**src/rtl/sensor_command_sequencer_if.sv**
```systemverilog
// Bus bundle between the command sequencer and its UART RX/TX, DHT11 reader
// and command decode table neighbours.
interface sensor_command_sequencer_if;
    // UART receiver side
    logic        rx_valid;
    logic [7:0]  rx_command;
    logic [7:0]  rx_address;
    logic        rx_ready;
    // DHT11 reader side
    logic        sensor_start;
    logic [7:0]  sensor_address;
    logic        sensor_done;
    logic        sensor_error;
    logic [39:0] sensor_data;
    // Decode table side
    logic [7:0]  exe_command;
    logic [7:0]  exe_address;
    logic [7:0]  next_command;
    logic [7:0]  next_address;
    logic [39:0] data_sensor;
    logic        crt_decoder;
    logic        command_invalid;
    logic [15:0] buffer_tx;
    // UART transmitter side
    logic [15:0] tx_data;
    logic        tx_start;
    logic        tx_busy;

    // Sequencer view
    modport master (
        input  rx_valid, rx_command, rx_address,
        input  sensor_done, sensor_error, sensor_data,
        input  buffer_tx, tx_busy,
        output rx_ready, sensor_start, sensor_address,
        output exe_command, exe_address, next_command, next_address,
        output data_sensor, crt_decoder, command_invalid,
        output tx_data, tx_start
    );

    // Surrounding-blocks view
    modport slave (
        output rx_valid, rx_command, rx_address,
        output sensor_done, sensor_error, sensor_data,
        output buffer_tx, tx_busy,
        input  rx_ready, sensor_start, sensor_address,
        input  exe_command, exe_address, next_command, next_address,
        input  data_sensor, crt_decoder, command_invalid,
        input  tx_data, tx_start
    );
endinterface

```
**src/rtl/sensor_command_sequencer.sv**
```systemverilog
// One request/response transaction per received UART packet: validate,
// optionally read the DHT11, enable the decode table, transmit the answer,
// and repeat measurements periodically in continuous mode.
// Optional macro SENSOR_TIMEOUT_EN: adds a watchdog on sensor reads.
module sensor_command_sequencer #(
    parameter int unsigned NUM_SENSORS    = 32,
    parameter int unsigned CONT_PERIOD    = 50_000_000,
    parameter int unsigned SENSOR_TIMEOUT = 2_000_000
) (
    input  logic                       clock,
    input  logic                       reset_n,
    sensor_command_sequencer_if.master bus
);

    localparam int unsigned PER_W = $clog2(CONT_PERIOD + 1);

    typedef enum logic [2:0] {
        S_IDLE,
        S_SENSOR_REQ,
        S_SENSOR_WAIT,
        S_DECODE,
        S_TX_REQ,
        S_TX_WAIT,
        S_CONT_WAIT
    } state_t;

    state_t             state_q, state_d;
    logic [7:0]         exe_command_q, exe_command_d;
    logic [7:0]         exe_address_q, exe_address_d;
    logic [7:0]         next_command_q, next_command_d;
    logic [7:0]         next_address_q, next_address_d;
    logic [39:0]        data_sensor_q, data_sensor_d;
    logic [15:0]        tx_data_q, tx_data_d;
    logic               rx_ready_q, rx_ready_d;
    logic               sensor_start_q, sensor_start_d;
    logic               crt_decoder_q, crt_decoder_d;
    logic               command_invalid_q, command_invalid_d;
    logic               tx_start_q, tx_start_d;
    logic               busy_seen_q, busy_seen_d;
    logic [PER_W-1:0]   period_cnt_q, period_cnt_d;
    logic               timeout_c;
    logic               rx_bad_c;
    logic               disable_match_c;

`ifdef SENSOR_TIMEOUT_EN
    localparam int unsigned TO_W = $clog2(SENSOR_TIMEOUT + 1);
    logic [TO_W-1:0] to_cnt_q, to_cnt_d;

    // Watchdog counts cycles spent waiting for the sensor
    always_comb begin
        to_cnt_d  = '0;
        timeout_c = 1'b0;
        if (state_q == S_SENSOR_WAIT) begin
            to_cnt_d  = to_cnt_q + TO_W'(1);
            timeout_c = (to_cnt_q == TO_W'(SENSOR_TIMEOUT - 1));
        end
    end

    // Watchdog register
    always_ff @(posedge clock or negedge reset_n) begin
        if (!reset_n) to_cnt_q <= '0;
        else          to_cnt_q <= to_cnt_d;
    end
`else
    // Without the watchdog a read only ends on sensor_done or reset
    logic unused_timeout;
    assign timeout_c      = 1'b0;
    assign unused_timeout = ^32'(SENSOR_TIMEOUT);
`endif

    // Packet classification helpers
    assign rx_bad_c = (bus.rx_command == 8'd0) || (bus.rx_command >= 8'd8) ||
                      (32'(bus.rx_address) >= NUM_SENSORS);
    assign disable_match_c = (((exe_command_q == 8'd4) && (bus.rx_command == 8'd6)) ||
                              ((exe_command_q == 8'd5) && (bus.rx_command == 8'd7))) &&
                             (bus.rx_address == exe_address_q);

    // Next-state and registered-output logic
    always_comb begin
        state_d           = state_q;
        exe_command_d     = exe_command_q;
        exe_address_d     = exe_address_q;
        next_command_d    = next_command_q;
        next_address_d    = next_address_q;
        data_sensor_d     = data_sensor_q;
        tx_data_d         = tx_data_q;
        sensor_start_d    = 1'b0;
        crt_decoder_d     = 1'b0;
        command_invalid_d = 1'b0;
        tx_start_d        = 1'b0;
        busy_seen_d       = busy_seen_q;
        period_cnt_d      = '0;

        case (state_q)
            S_IDLE: begin
                if (bus.rx_valid) begin
                    exe_command_d  = bus.rx_command;
                    exe_address_d  = bus.rx_address;
                    next_command_d = 8'd0;
                    next_address_d = 8'd0;
                    if (rx_bad_c) begin
                        command_invalid_d = 1'b1;
                        state_d           = S_DECODE;
                    end else if ((bus.rx_command == 8'd6) || (bus.rx_command == 8'd7)) begin
                        crt_decoder_d = 1'b1;
                        state_d       = S_DECODE;
                    end else begin
                        sensor_start_d = 1'b1;
                        state_d        = S_SENSOR_REQ;
                    end
                end
            end
            S_SENSOR_REQ: begin
                state_d = S_SENSOR_WAIT;
            end
            S_SENSOR_WAIT: begin
                if (bus.sensor_done) begin
                    data_sensor_d = bus.sensor_error ? 40'hFF_FFFF_FFFF : bus.sensor_data;
                    crt_decoder_d = 1'b1;
                    state_d       = S_DECODE;
                end else if (timeout_c) begin
                    data_sensor_d = 40'hFF_FFFF_FFFF;
                    crt_decoder_d = 1'b1;
                    state_d       = S_DECODE;
                end
            end
            S_DECODE, S_TX_REQ: begin
                // tx_start is raised the cycle after DECODE when the UART is free
                if (state_q == S_DECODE) tx_data_d = bus.buffer_tx;
                busy_seen_d = 1'b0;
                if (!bus.tx_busy) begin
                    tx_start_d = 1'b1;
                    state_d    = S_TX_WAIT;
                end else begin
                    state_d    = S_TX_REQ;
                end
            end
            S_TX_WAIT: begin
                if (bus.tx_busy) begin
                    busy_seen_d = 1'b1;
                end else if (busy_seen_q) begin
                    next_command_d = 8'd0;
                    state_d = ((exe_command_q == 8'd4) || (exe_command_q == 8'd5)) ?
                              S_CONT_WAIT : S_IDLE;
                end
            end
            S_CONT_WAIT: begin
                period_cnt_d = period_cnt_q + PER_W'(1);
                if (bus.rx_valid) begin
                    // A packet beats a simultaneous period expiry
                    period_cnt_d   = '0;
                    next_command_d = bus.rx_command;
                    next_address_d = bus.rx_address;
                    if (disable_match_c) begin
                        exe_command_d = bus.rx_command;
                        crt_decoder_d = 1'b1;
                        state_d       = S_DECODE;
                    end else begin
                        sensor_start_d = 1'b1;
                        state_d        = S_SENSOR_REQ;
                    end
                end else if (period_cnt_q == PER_W'(CONT_PERIOD - 1)) begin
                    next_command_d = 8'd0;
                    sensor_start_d = 1'b1;
                    state_d        = S_SENSOR_REQ;
                end
            end
            default: begin
                state_d = S_IDLE;
            end
        endcase

        rx_ready_d = (state_d == S_IDLE) || (state_d == S_CONT_WAIT);
    end

    // State and output registers
    always_ff @(posedge clock or negedge reset_n) begin
        if (!reset_n) begin
            state_q           <= S_IDLE;
            exe_command_q     <= '0;
            exe_address_q     <= '0;
            next_command_q    <= '0;
            next_address_q    <= '0;
            data_sensor_q     <= '0;
            tx_data_q         <= '0;
            rx_ready_q        <= 1'b0;
            sensor_start_q    <= 1'b0;
            crt_decoder_q     <= 1'b0;
            command_invalid_q <= 1'b0;
            tx_start_q        <= 1'b0;
            busy_seen_q       <= 1'b0;
            period_cnt_q      <= '0;
        end else begin
            state_q           <= state_d;
            exe_command_q     <= exe_command_d;
            exe_address_q     <= exe_address_d;
            next_command_q    <= next_command_d;
            next_address_q    <= next_address_d;
            data_sensor_q     <= data_sensor_d;
            tx_data_q         <= tx_data_d;
            rx_ready_q        <= rx_ready_d;
            sensor_start_q    <= sensor_start_d;
            crt_decoder_q     <= crt_decoder_d;
            command_invalid_q <= command_invalid_d;
            tx_start_q        <= tx_start_d;
            busy_seen_q       <= busy_seen_d;
            period_cnt_q      <= period_cnt_d;
        end
    end

    assign bus.rx_ready        = rx_ready_q;
    assign bus.sensor_start    = sensor_start_q;
    assign bus.sensor_address  = exe_address_q;
    assign bus.exe_command     = exe_command_q;
    assign bus.exe_address     = exe_address_q;
    assign bus.next_command    = next_command_q;
    assign bus.next_address    = next_address_q;
    assign bus.data_sensor     = data_sensor_q;
    assign bus.crt_decoder     = crt_decoder_q;
    assign bus.command_invalid = command_invalid_q;
    assign bus.tx_data         = tx_data_q;
    assign bus.tx_start        = tx_start_q;

endmodule

```
**src/flat_wrapper.sv**
```systemverilog
// flat-port wrapper written by rule: the top's interface ports become plain ports
module sensor_command_sequencer_flat 
#(
    parameter int unsigned NUM_SENSORS    = 32,
    parameter int unsigned CONT_PERIOD    = 50_000_000,
    parameter int unsigned SENSOR_TIMEOUT = 2_000_000
)
  (clock, reset_n, bus_rx_valid, bus_rx_command, bus_rx_address, bus_sensor_done, bus_sensor_error, bus_sensor_data, bus_buffer_tx, bus_tx_busy, bus_rx_ready, bus_sensor_start, bus_sensor_address, bus_exe_command, bus_exe_address, bus_next_command, bus_next_address, bus_data_sensor, bus_crt_decoder, bus_command_invalid, bus_tx_data, bus_tx_start);
  sensor_command_sequencer_if bus_i ();
  input  logic clock;
  input  logic reset_n;
  input wire logic [$bits(bus_i.rx_valid)-1:0] bus_rx_valid;
  input wire logic [$bits(bus_i.rx_command)-1:0] bus_rx_command;
  input wire logic [$bits(bus_i.rx_address)-1:0] bus_rx_address;
  input wire logic [$bits(bus_i.sensor_done)-1:0] bus_sensor_done;
  input wire logic [$bits(bus_i.sensor_error)-1:0] bus_sensor_error;
  input wire logic [$bits(bus_i.sensor_data)-1:0] bus_sensor_data;
  input wire logic [$bits(bus_i.buffer_tx)-1:0] bus_buffer_tx;
  input wire logic [$bits(bus_i.tx_busy)-1:0] bus_tx_busy;
  output wire logic [$bits(bus_i.rx_ready)-1:0] bus_rx_ready;
  output wire logic [$bits(bus_i.sensor_start)-1:0] bus_sensor_start;
  output wire logic [$bits(bus_i.sensor_address)-1:0] bus_sensor_address;
  output wire logic [$bits(bus_i.exe_command)-1:0] bus_exe_command;
  output wire logic [$bits(bus_i.exe_address)-1:0] bus_exe_address;
  output wire logic [$bits(bus_i.next_command)-1:0] bus_next_command;
  output wire logic [$bits(bus_i.next_address)-1:0] bus_next_address;
  output wire logic [$bits(bus_i.data_sensor)-1:0] bus_data_sensor;
  output wire logic [$bits(bus_i.crt_decoder)-1:0] bus_crt_decoder;
  output wire logic [$bits(bus_i.command_invalid)-1:0] bus_command_invalid;
  output wire logic [$bits(bus_i.tx_data)-1:0] bus_tx_data;
  output wire logic [$bits(bus_i.tx_start)-1:0] bus_tx_start;
  assign bus_i.rx_valid = bus_rx_valid;
  assign bus_i.rx_command = bus_rx_command;
  assign bus_i.rx_address = bus_rx_address;
  assign bus_i.sensor_done = bus_sensor_done;
  assign bus_i.sensor_error = bus_sensor_error;
  assign bus_i.sensor_data = bus_sensor_data;
  assign bus_i.buffer_tx = bus_buffer_tx;
  assign bus_i.tx_busy = bus_tx_busy;
  assign bus_rx_ready = bus_i.rx_ready;
  assign bus_sensor_start = bus_i.sensor_start;
  assign bus_sensor_address = bus_i.sensor_address;
  assign bus_exe_command = bus_i.exe_command;
  assign bus_exe_address = bus_i.exe_address;
  assign bus_next_command = bus_i.next_command;
  assign bus_next_address = bus_i.next_address;
  assign bus_data_sensor = bus_i.data_sensor;
  assign bus_crt_decoder = bus_i.crt_decoder;
  assign bus_command_invalid = bus_i.command_invalid;
  assign bus_tx_data = bus_i.tx_data;
  assign bus_tx_start = bus_i.tx_start;
  sensor_command_sequencer #(.NUM_SENSORS(NUM_SENSORS), .CONT_PERIOD(CONT_PERIOD), .SENSOR_TIMEOUT(SENSOR_TIMEOUT)) u_core (.clock(clock), .reset_n(reset_n), .bus(bus_i));
endmodule
```
**config.mk**
```make
export PLATFORM = sky130hd
export DESIGN_NAME = sensor_command_sequencer_flat
export DESIGN_NICKNAME = d
export VERILOG_FILES = /design/src/rtl/sensor_command_sequencer_if.sv /design/src/rtl/sensor_command_sequencer.sv /design/src/flat_wrapper.sv
export SDC_FILE = /design/constraint.sdc
export NUM_CORES = 1
export LEC_CHECK = 0
export CAP_MARGIN = 15
export CORE_MARGIN = 1
export CORE_UTILIZATION = 30
export CTS_CLUSTER_SIZE = 40
export DETAILED_ROUTE_END_ITERATION = 10
export DONT_BUFFER_PORTS = 1
export PLACE_DENSITY_LB_ADDON = 0.15
export RECOVER_POWER = 50
export SLEW_MARGIN = 20
export SYNTH_ARGS = -nofsm -noshare
export SYNTH_HDL_FRONTEND = slang
export SYNTH_SLANG_ARGS = --single-unit
```
**constraint.sdc**
```tcl
create_clock -name clock -period 1.8 [get_ports clock]
set_clock_uncertainty 0.1 [all_clocks]
set_input_delay 0.36 -clock clock [delete_from_list [all_inputs] [get_ports clock]]
set_output_delay 0.36 -clock clock [all_outputs]
set_load 0.05 [all_outputs]
```
Word-level counts from Yosys, hierarchy flattened
Index checks and enable logic that the tools add are counted.
Word-level totals
  bits in registers: 123
  word-level logic and storage cells: 108
  output and inout bits: 101
  input port bits: 78
Cells by class
  magnitude comparators: 2
  equal/unequal tests: 20
  reductions and logical operators: 23
  $add $sub $neg: 1
  muxes and demuxes: 48
Operator list (count)
  two-way mux 8 bit: 9
  two-way mux 26 bit: 2
  two-way mux 40 bit: 1
  equality test 8 x 3 -> 1 bit, second input constant: 4
  one-hot mux 8 bit (2 select lines): 2
  adder 26 x 1 -> 26 bit, second input constant: 1
  equality test 26 bit, second input constant: 1
  two-way mux 3 bit: 8
  one-hot mux 8 bit (3 select lines): 1
  two-way mux 1 bit: 19
  one-hot mux 3 bit (6 select lines): 1
  equality test 3 bit, second input constant: 4
  equality test 8 bit: 1
  greater-or-equal comparator 8 x 4 -> 1 bit, second input constant: 1
  greater-or-equal comparator 8 x 6 -> 1 bit, second input constant: 1
  zero test 8 bit: 1
  != test 2 bit, second input constant: 4
  AND reduction 2 bit: 4
  equality test 3 x 2 -> 1 bit, second input constant: 2
  zero test 3 bit: 2
  logical OR 1 bit: 6
  AND reduction 5 bit: 1
  two-way mux 2 bit: 2
  != test 2 x 1 -> 1 bit, second input constant: 2
  other kinds (10): 14

Longest topological paths before layout
Gate-level depths: netlist (run 1).
  depth after elaboration: 9
  mapped depth: 8
  mapped depth without buffers: 6

Worst setup path after synthesis (run 1)
OpenSTA, ideal clock, no wires.
  kind: reg2reg
  start point: register u_core.exe_command_q[5], in the netlist u_core.bus.exe_command[5]
  end point: register u_core.exe_command_q[1], in the netlist u_core.bus.exe_command[1]
  required time: 1572 ps
  arrival time: 1785 ps
  stages on the path, launching flop included: 6
  setup time: 128 ps
  clock period less this slack: 2013 ps
  setup slack: -213 ps
  path buffers: 0
  cell sequence: dfrtp_1 nor4_1 nand3_1 nor4_4 a21oi_2 mux2_1
Between the ends
  cells in the longest elaborated chain, start to end: 6
  elaborated cells on any way between the ends: 8
  classes of those cells: eq/ne (3); reduce/logical (5)
RTL lines
  start, declared: RTL line sensor_command_sequencer.sv:28  | logic [7:0] exe_command_q, exe_command_d;
  start signal, assigned: RTL line sensor_command_sequencer.sv:195  | exe_command_q <= exe_command_d;
  equality test 8 x 3 -> 1 bit (on tied branches): RTL line sensor_command_sequencer.sv:74, sensor_command_sequencer.sv:75
  logical AND 1 bit (on tied branches): RTL line sensor_command_sequencer.sv:74, sensor_command_sequencer.sv:75
  logical OR 1 bit *: RTL line sensor_command_sequencer.sv:74  | assign disable_match_c = (((exe_command_q == 8'd4) && (bus.rx_command == 8'd6)) ||
  logical AND 1 bit *: RTL line sensor_command_sequencer.sv:75  | ((exe_command_q == 8'd5) && (bus.rx_command == 8'd7))) &&
  != test 2 x 1 -> 1 bit (no source line) *
  AND reduction 4 bit (no source line) *
Every way passes the cells marked *; elsewhere a longest branch is shown, timed or not.
A chain may end at the register's enable or synchronous reset.

Worst setup path in the final report (run 1)
  start point: register u_core.period_cnt_q[24]
  end point: register u_core.next_command_q[5], in the netlist u_core.bus.next_command[5]
Between the ends
  cells in the longest elaborated chain, start to end: 3
RTL lines
  start, declared: RTL line sensor_command_sequencer.sv:40  | logic [PER_W-1:0] period_cnt_q, period_cnt_d;
  start signal, assigned: RTL line sensor_command_sequencer.sv:207  | period_cnt_q <= period_cnt_d;
  equality test 26 bit: RTL line sensor_command_sequencer.sv:162  | end else if (period_cnt_q == PER_W'(CONT_PERIOD - 1)) begin
  != test 3 x 2 -> 1 bit (no source line)
  AND reduction 5 bit (no source line)
  end signal, assigned: RTL line sensor_command_sequencer.sv:197  | next_command_q <= next_command_d;
  end, declared: RTL line sensor_command_sequencer.sv:30  | logic [7:0] next_command_q, next_command_d;
Every way passes these cells.

==> summary.log, run 1 <==
[detailed_routing] violation count after the first detailed-routing iteration 149
[clocking] clock sinks 123
[final_layout] Seq. cell area 3090 um^2
[floorplanning] effective utilization at floorplan 30.9%
[setup_path] Slowest Stage Delay on Critical Path 380 ps
[global_route] initial antenna violation count 0
[setup_path] Critical Path Fanout Max 8
[sta] max-slew violation total from the final report 0
[outcome] status finished with violations
[setup_path] Critical Setup Path Class reg -> reg
[outcome] failing checks hold timing, setup timing
[detailed_routing] average wire per cell in the routed design 16.0 um
[min_path] Hold Path Class in -> async
[detailed_routing] First-pass DRT Iterations 4
[placed_design] Final Wtd Congestion 0.748
[synthesis] count of distinct cell types in the synthesized netlist 44
[sta] number of endpoints with negative hold slack in the final report 123
[synthesis] cell with the most instances after synthesis sky130_fd_sc_hd__dfrtp_1
[synthesis] proportion of synthesized flip-flops having asynchronous set or reset 100%
[synthesis] count of flip-flops with a built-in enable after synthesis 0
[setup_path] Worst EP required 2000 ps
[detailed_routing] DRC violations left 0
[global_route] total gr overflow 0
[power_and_ir_drop] power per standard cell area 2000 nW/um^2
[synthesis] post-synthesis adder-cell area fraction 0.233%
[sta] Fmax achieved 550 MHz
[sta] period utilization 101%
[placed_design] Inst Count DP 760
[sta] worst-case headroom to the max-slew limit 64.8%
[final_layout] growth of design area from synthesis to finish 35.6%
[synthesis] Main synth FF type sky130_fd_sc_hd__dfrtp_1
[synthesis] cell accounting for the most synthesized area sky130_fd_sc_hd__dfrtp_1
[floorplanning] Cell Rows 48
[sta] Worst-Margin Slew 529 ps
[global_route] number of global-route vias before repair 4215
[sta] setup repair after global routing missed its margin yes
[clocking] clock-pin transition on the worst setup and hold timing paths 60 ps
[placed_design] detailed placement HPWL 9170 um
[floorplanning] height of the die 136 um
[clocking] deepest clock path buffer count 2
[sta] Final TNS setup -51.1 ps
[floorplanning] DIE AREA 18400 um^2
[sta] post-route worst hold slack -465 ps
[final_layout] fraction of layout instances using a drive strength above 1 30.2%
[detailed_routing] Routed Antenna Nets 0
[clocking] source-to-sink clock delay at the later pin of the worst-skew pair 420 ps
[synthesis] synth top area cells sky130_fd_sc_hd__dfrtp_1, sky130_fd_sc_hd__nor2_1, sky130_fd_sc_hd__mux2_2
[setup_path] ordered cell list for the critical path nor4bb_2 > nand4_1 > o31ai_2 > buf_4 > a211oi_4 > a22o_2
[synthesis] share of synthesized cell area in and, or, nand and nor gates 17.6%
[synthesis] post-synth net total 580
[floorplanning] count of boundary I/O pins 179
[global_route] global-route wire length before repair 21300 um
[clocking] TritonCTS clock tree built
[setup_path] launch point of the worst path u_core.period_cnt_q[24]$_DFF_PN0_
[setup_path] crit end category flip-flop
[final_layout] post-layout util 41.9%
[synthesis] fraction of synthesized area in multiplexers 6.91%
[detailed_routing] post-detailed-routing wire length 13400 um
[placed_design] Port-buffer cells 0
[setup_path] Critical R2R Launch u_core.period_cnt_q[24]$_DFF_PN0_
[setup_path] total buffers and inverters traversed by the critical path 1
[synthesis] Post-Synthesis Cell Area 5360 um^2
[detailed_routing] mean number of vias per cell 4.79
[sta] worst path setup slack after routing -19.0 ps
[sta] final critical-path required period 1820 ps
[global_route] GRT Resource Usage Total 15.2%
[synthesis] post-synthesis sequential area ratio 57.4%
[clocking] number of CTS-inserted buffers 17
[flow_run] reported max-cap violation count 0
[synthesis] mean area per synthesized cell 10.7 um^2
[synthesis] largest family of logic cells by synthesized area simple AND/OR/NAND/NOR gates
[power_and_ir_drop] largest voltage drop on the vdd net 1.01 mV
[final_layout] count of fill cells added during filler insertion 1655
[global_route] largest net degree at the start of global routing 124
[clocking] maximum level of the CTS H-tree 4
[synthesis] synthesized instance count 501
[setup_path] Worst Path Arrival 2020 ps
[setup_path] reg-to-reg slack, setup -20 ps
[synthesis] proportion of netlist area held by the largest area contributor 57.4%
[synthesis] synth cell count leaders sky130_fd_sc_hd__dfrtp_1, sky130_fd_sc_hd__nor2_1, sky130_fd_sc_hd__a21oi_1
[final_layout] number of non-filler instances in the completed layout 838
[setup_path] family with the most delay on the worst path compound AO/OA/AOI/OAI gates
[detailed_routing] via count 4010
[final_layout] footprint of the multi-input gates 2250 um^2
[power_and_ir_drop] total design power 14.6 mW
[clocking] Clk Tree Root Cell sky130_fd_sc_hd__clkbuf_16
[synthesis] share of the synthesized area in compound gates (AO/OA/AOI/OAI) 8.98%
[setup_path] slowest library cell on the worst path sky130_fd_sc_hd__dfrtp_1
[final_layout] antenna diode count 0
[clocking] hold-fix buffers at CTS 43
[power_and_ir_drop] leakage dissipation 3.07 nW
[synthesis] number of synthesized register bits 123
[final_layout] Final nets 679
[floorplanning] Die Span X 136 um
[setup_path] kind of start point of the critical path flip-flop
[synthesis] synth warn 0
[sta] total setup violations reported at the end of the flow 4
[floorplanning] Core Area 17400 um^2
[synthesis] post-synthesis share of cell area spent on xor and xnor gates 5.23%
-- cells by family (layout without fill, tap and decap cells) --
group / Yosys count / in the layout
and+or+nand+nor: 195 / 195
adders and majority gates: 1 / 1
xor gates and xnor gates: 32 / 32
buffers and inverters: 40 / 152
AOI/OAI and AO/OA: 77 / 77
DFF: 123 / 123
muxes: 33 / 33
-- worst register-to-register path: cells and delay by family, from the launching register on --
family	cells	cell delay (ps)
AOI/OAI and AO/OA	3	550
DFF	1	380
and+or+nand+nor	2	520
buffers and inverters	1	170
-- report_power, final --
| group | internal, mW | switching [mW] | total, mW | leakage (nW) |
|---|---|---|---|---|
| logic | 1.43 | 2.25 | 3.68 | 1.30 |
| registers | 3.74 | 3.46 | 7.20 | 1.46 |
| clock network | 2.35 | 1.33 | 3.68 | 0.311 |
| total | 7.51 | 7.05 | 14.6 | 3.07 |
-- cells in the final DEF (no fill, tap or decap), types with 5 or more instances in the layout --
master                          count
sky130_fd_sc_hd__dfrtp_2           12
sky130_fd_sc_hd__a21oi_1           45
sky130_fd_sc_hd__a22o_1            15
sky130_fd_sc_hd__xnor2_1           19
sky130_fd_sc_hd__nand2_1           12
sky130_fd_sc_hd__nand3_1           10
sky130_fd_sc_hd__dlygate4sd3_1     43
sky130_fd_sc_hd__buf_4             57
sky130_fd_sc_hd__nand4_1            7
sky130_fd_sc_hd__xor2_1            10
sky130_fd_sc_hd__mux2_2            30
sky130_fd_sc_hd__inv_6              5
sky130_fd_sc_hd__dfrtp_1          111
sky130_fd_sc_hd__nor2_1           115
sky130_fd_sc_hd__clkbuf_16         17
sky130_fd_sc_hd__inv_1              5
sky130_fd_sc_hd__nor3_1             5
sky130_fd_sc_hd__clkbuf_2           8
-- flip-flops by register name, indices dropped and copies added (netlist names) --
| signal | flops |
|---|---|
| u_core.bus.data_sensor | 40 |
| u_core.bus.tx_start | 1 |
| u_core.state_q | 3 |
| u_core.period_cnt_q | 26 |
| u_core.busy_seen_q | 1 |
| u_core.bus.next_address | 8 |
| u_core.bus.exe_command | 8 |
| u_core.bus.command_invalid | 1 |
| u_core.bus.rx_ready | 1 |
| u_core.bus.sensor_start | 1 |
| u_core.bus.exe_address | 8 |
| u_core.bus.crt_decoder | 1 |
| u_core.bus.next_command | 8 |
| u_core.bus.tx_data | 16 |
-- layout make-up --
class / count / share of cell area, %
inverters: 5 / 0.258
multi-input cells: 338 / 31.0
clock inverters: 15 / 2.89
well taps: 225 / 3.87
clock buffers: 17 / 5.85
repair buffers: 115 / 13.6
flip-flops and latches: 123 / 42.5
-- worst paths after layout --
kind	to	cells past startpoint
min reg2reg	u_core.period_cnt_q[6]$_DFF_PN0_	2
max	u_core.bus.next_command[5]$_DFFE_PN0P_	6
max in group asynchronous	u_core.bus.exe_command[5]$_DFFE_PN0P_	0
max reg2reg	u_core.bus.next_command[5]$_DFFE_PN0P_	6
min	u_core.bus.next_address[4]$_DFFE_PN0P_	0
min in group clock	u_core.bus.data_sensor[14]$_DFFE_PN0P_	2
-- what timing repair did --
item                                    4_1_cts  5_1_grt
setup buffers                                 1        3
pin swaps                                    11       20
gates resized for setup                      17       19
endpoints found under the hold margin       182      123
endpoints found under the setup margin       12       31
-- stage by stage --
step                      worst slack [ps]  cell area (um^2)
final                                -19.0              7270
after detailed placement              -221              6040
after global routing                  -119              7270
after global placement                -161              6040
after CTS                            -57.7              7190
after floorplan                      -48.6              5390
-- metal layers --
layer,share of wire (%),global-route usage (%)
met5,0,0
met4,1.6,6.49
met3,5.8,5.09
met2,53,25.9
met1,40,17.4
Note: power is estimated with default switching activity, not from simulation.
==> run 2, diff against run 1 <==
- CTS_BUF_LIST: default -> sky130_fd_sc_hd__clkbuf_8
==> summary.log, run 2 (synthesis gave the netlist of run 1 again) <==
[setup_path] Worst R2R End u_core.bus.next_command[5]$_DFFE_PN0P_
[setup_path] logic depth of the worst setup path including buffers 7 [+1]
[final_layout] top library cells by usage in the layout, fill and taps aside sky130_fd_sc_hd__nor2_1, sky130_fd_sc_hd__dfrtp_1, sky130_fd_sc_hd__dlygate4sd3_1
[clocking] Clk Tree Root Cell sky130_fd_sc_hd__clkbuf_8
[power_and_ir_drop] total design power 13.8 mW [-5.0%]
[global_route] largest net degree at the start of global routing 124 [unchanged]
[sta] Final TNS setup -15.4 ps [+35.7 ps]
[setup_path] Slowest Stage Delay on Critical Path 420 ps [+40 ps]
[placed_design] cell area reported after detailed placement 6040 um^2 [unchanged]
[detailed_routing] average wire per cell in the routed design 16.2 um [+1.5%]
[setup_path] launch point of the worst path u_core.period_cnt_q[0]$_DFF_PN0_
[power_and_ir_drop] power per standard cell area 1780 nW/um^2 [-11%]
[detailed_routing] First-pass DRT Iterations 7 [+3]
[clocking] clock sinks 123 [unchanged]
[final_layout] post-layout util 44.9% [+3.0 points]
[final_layout] fraction of layout instances using a drive strength above 1 27.8% [-2.4 points]
[sta] Fmax achieved 553 MHz [+0.51%]
[clocking] clock-pin transition on the worst setup and hold timing paths 80 ps [+20 ps]
[sta] post-route worst hold slack -495 ps [-29.8 ps]
[setup_path] Worst EP required 2080 ps [+80 ps]
[sta] Worst-Margin Slew 525 ps [-3.87 ps]
[detailed_routing] via count 4339 [+8.2%]
[setup_path] slowest library cell on the worst path sky130_fd_sc_hd__a211oi_4
[clocking] maximum level of the CTS H-tree 4 [unchanged]
[setup_path] crit end category flip-flop
[setup_path] ordered cell list for the critical path ha_2 > and4_4 > nand2_2 > o31ai_2 > buf_4 > a211oi_4 > a22o_2
[clocking] hold-fix buffers at CTS 110 [+160%]
[placed_design] Final Wtd Congestion 0.748 [unchanged]
[floorplanning] Die Span X 136 um [unchanged]
[final_layout] growth of design area from synthesis to finish 45.2%
[setup_path] Worst Path Arrival 2090 ps [+70 ps]
[detailed_routing] wire length on met1 5930 um [+11%]
[setup_path] number of cells on the worst reg-to-reg path 7 [+1]
[clocking] source-to-sink clock delay at the later pin of the worst-skew pair 440 ps [+20 ps]
[floorplanning] height of the die 136 um [unchanged]
[final_layout] max FFs per register 40 [unchanged]
[detailed_routing] met3 wire len 734 um [-5.4%]
[final_layout] most frequent standard cell in the layout excluding fill and tap cells sky130_fd_sc_hd__nor2_1
[sta] max-slew violation total from the final report 0 [unchanged]
[sta] worst path setup slack after routing -9.67 ps [+9.30 ps]
[outcome] status finished with violations
[setup_path] capturing instance or port of the critical path u_core.bus.next_command[5]$_DFFE_PN0P_
[power_and_ir_drop] part of the power in combinational logic 28.0% [+2.7 points]
[floorplanning] DIE AREA 18400 um^2 [unchanged]
[detailed_routing] violation count after the first detailed-routing iteration 115 [-23%]
[setup_path] family with the most delay on the worst path compound AO/OA/AOI/OAI gates
[power_and_ir_drop] internal power component 6.82 mW [-9.2%]
[power_and_ir_drop] largest voltage drop on the vdd net 1.04 mV [+2.8%]
[power_and_ir_drop] register share of total power 52.1% [+2.6 points]
[setup_path] kind of start point of the critical path flip-flop
[floorplanning] count of boundary I/O pins 179 [unchanged]
[sta] total setup violations reported at the end of the flow 3 [-1]
[global_route] total gr overflow 0 [unchanged]
[global_route] initial antenna violation count 0 [unchanged]
[setup_path] reg-to-reg slack, setup -10 ps [about the same]
[power_and_ir_drop] part of the power in the clock network 19.9% [-5.3 points]
[detailed_routing] mean number of vias per cell 4.79 [about the same]
[final_layout] Seq. cell area 3090 um^2 [unchanged]
[sta] period utilization 101% [-0.52 points]
[global_route] GRT Resource Usage Total 16.3% [+1.0 points]
[placed_design] Port-buffer cells 0 [unchanged]
[detailed_routing] post-detailed-routing wire length 14700 um [+9.7%]
[power_and_ir_drop] fraction of power spent switching nets 50.7% [+2.3 points]
[setup_path] Critical Path Fanout Max 8 [unchanged]
[detailed_routing] Routed Antenna Nets 0 [unchanged]
[clocking] TritonCTS clock tree built
[sta] setup repair after global routing missed its margin yes
[final_layout] Final nets 747 [+10%]
[global_route] global-route wire length before repair 22900 um [+7.6%]
[floorplanning] Core Area 17400 um^2 [unchanged]
[clocking] deepest clock path buffer count 2 [unchanged]
[detailed_routing] DRC violations left 0 [unchanged]
[placed_design] detailed placement HPWL 9170 um [unchanged]
[sta] final critical-path required period 1810 ps [-9.30 ps]
[final_layout] footprint of the multi-input gates 2270 um^2 [+0.50%]
[power_and_ir_drop] net switching power of the design 7.01 mW [-0.51%]
[detailed_routing] highest metal layer with signal wires met4
[global_route] number of global-route vias before repair 4632 [+9.9%]
[floorplanning] effective utilization at floorplan 30.9% [unchanged]
[min_path] Hold Path Class in -> async
[setup_path] total buffers and inverters traversed by the critical path 1 [unchanged]
[detailed_routing] detailed route wirelength on metal2 7680 um [+9.2%]
[flow_run] reported max-cap violation count 0 [unchanged]
[floorplanning] Cell Rows 48 [unchanged]
[sta] number of endpoints with negative hold slack in the final report 123 [unchanged]
[final_layout] count of fill cells added during filler insertion 1605 [-3.0%]
[power_and_ir_drop] leakage dissipation 3.33 nW [+8.3%]
[setup_path] Critical R2R Launch u_core.period_cnt_q[0]$_DFF_PN0_
[setup_path] Critical Setup Path Class reg -> reg
[sta] worst-case headroom to the max-slew limit 65.0% [+0.26 points]
[outcome] failing checks hold timing, setup timing
[final_layout] final instance area 7790 um^2 [+7.1%]
[final_layout] antenna diode count 0 [unchanged]
[clocking] number of CTS-inserted buffers 17 [unchanged]
==> run 2: layer usage <==
layer | up-vias | track usage, %
met5 | - | 0
met4 | 0 | 7.49
met3 | 23 | 5.16
met2 | 137 | 28.3
met1 | 2132 | 18.0
li1 | 2047 | -
==> run 2: metrics by stage <==
stage               worst slack (ps)  instances  hold slack, ps
floorplan                      -48.6        501           -35.6
global placement                -161        760           -33.2
detailed placement              -221        760           -33.1
CTS                            -60.6        902            -534
global route                    -121        906            -547
finish                         -9.67        906            -495
==> run 2: worst reg2reg max path, delay by kind of cell, from the launching register on <==
family                     cells  cell delay, ps
buffers and inverters          1             160
and+or+nand+nor                2             220
DFF                            1             390
adders and majority gates      1             190
AOI/OAI and AO/OA              3             700
==> run 2: power by group through the flow <==
stage | combinational, mW | sequential (mW) | clock [mW]
6_report | 3.87 | 7.21 | 2.76
2_1_floorplan | 2.24 | 7.71 | 0
3_5_place_dp | 3.62 | 7.25 | 0
4_1_cts | 3.88 | 7.22 | 2.84
5_1_grt | 4.20 | 7.33 | 2.96
3_3_place_gp | 3.53 | 7.25 | 0
==> run 2: worst min-delay path by stage <==
stage	from	endpoint	slack (ps)
2_1_floorplan	reset_n	u_core.bus.command_invalid$_DFF_PN0_	-40
3_3_place_gp	reset_n	u_core.bus.next_address[3]$_DFFE_PN0P_	-30
3_5_place_dp	reset_n	u_core.bus.next_address[4]$_DFFE_PN0P_	-30
4_1_cts	reset_n	u_core.bus.next_address[4]$_DFFE_PN0P_	-530
5_1_grt	reset_n	u_core.bus.exe_address[4]$_DFFE_PN0P_	-550
6_report	reset_n	u_core.bus.next_address[5]$_DFFE_PN0P_	-490
==> run 2: final cells by class <==
cell class                      instances  area share (%)
Sequential cell                       123            39.7
Multi-Input combinational cell        338            29.1
Timing Repair Buffer                  183            21.6
Tap cell                              225            3.62
Clock buffer                           17            3.00
Clock inverter                         15            2.70
Inverter                                5           0.241
==> run 2: timing repair <==
action,4_1_cts,5_1_grt
endpoints found under the hold margin,211,123
endpoints found under the setup margin,14,32
setup buffers,1,3
gates cloned,0,1
pin swaps,12,20
gates resized for setup,17,21
==> run 3, diff against run 2 <==
- ABC_CLOCK_PERIOD_IN_PS: default -> 1800
==> results of run 3 <==
Same layout as run 2: the final DEF is identical, and so are final timing and power.
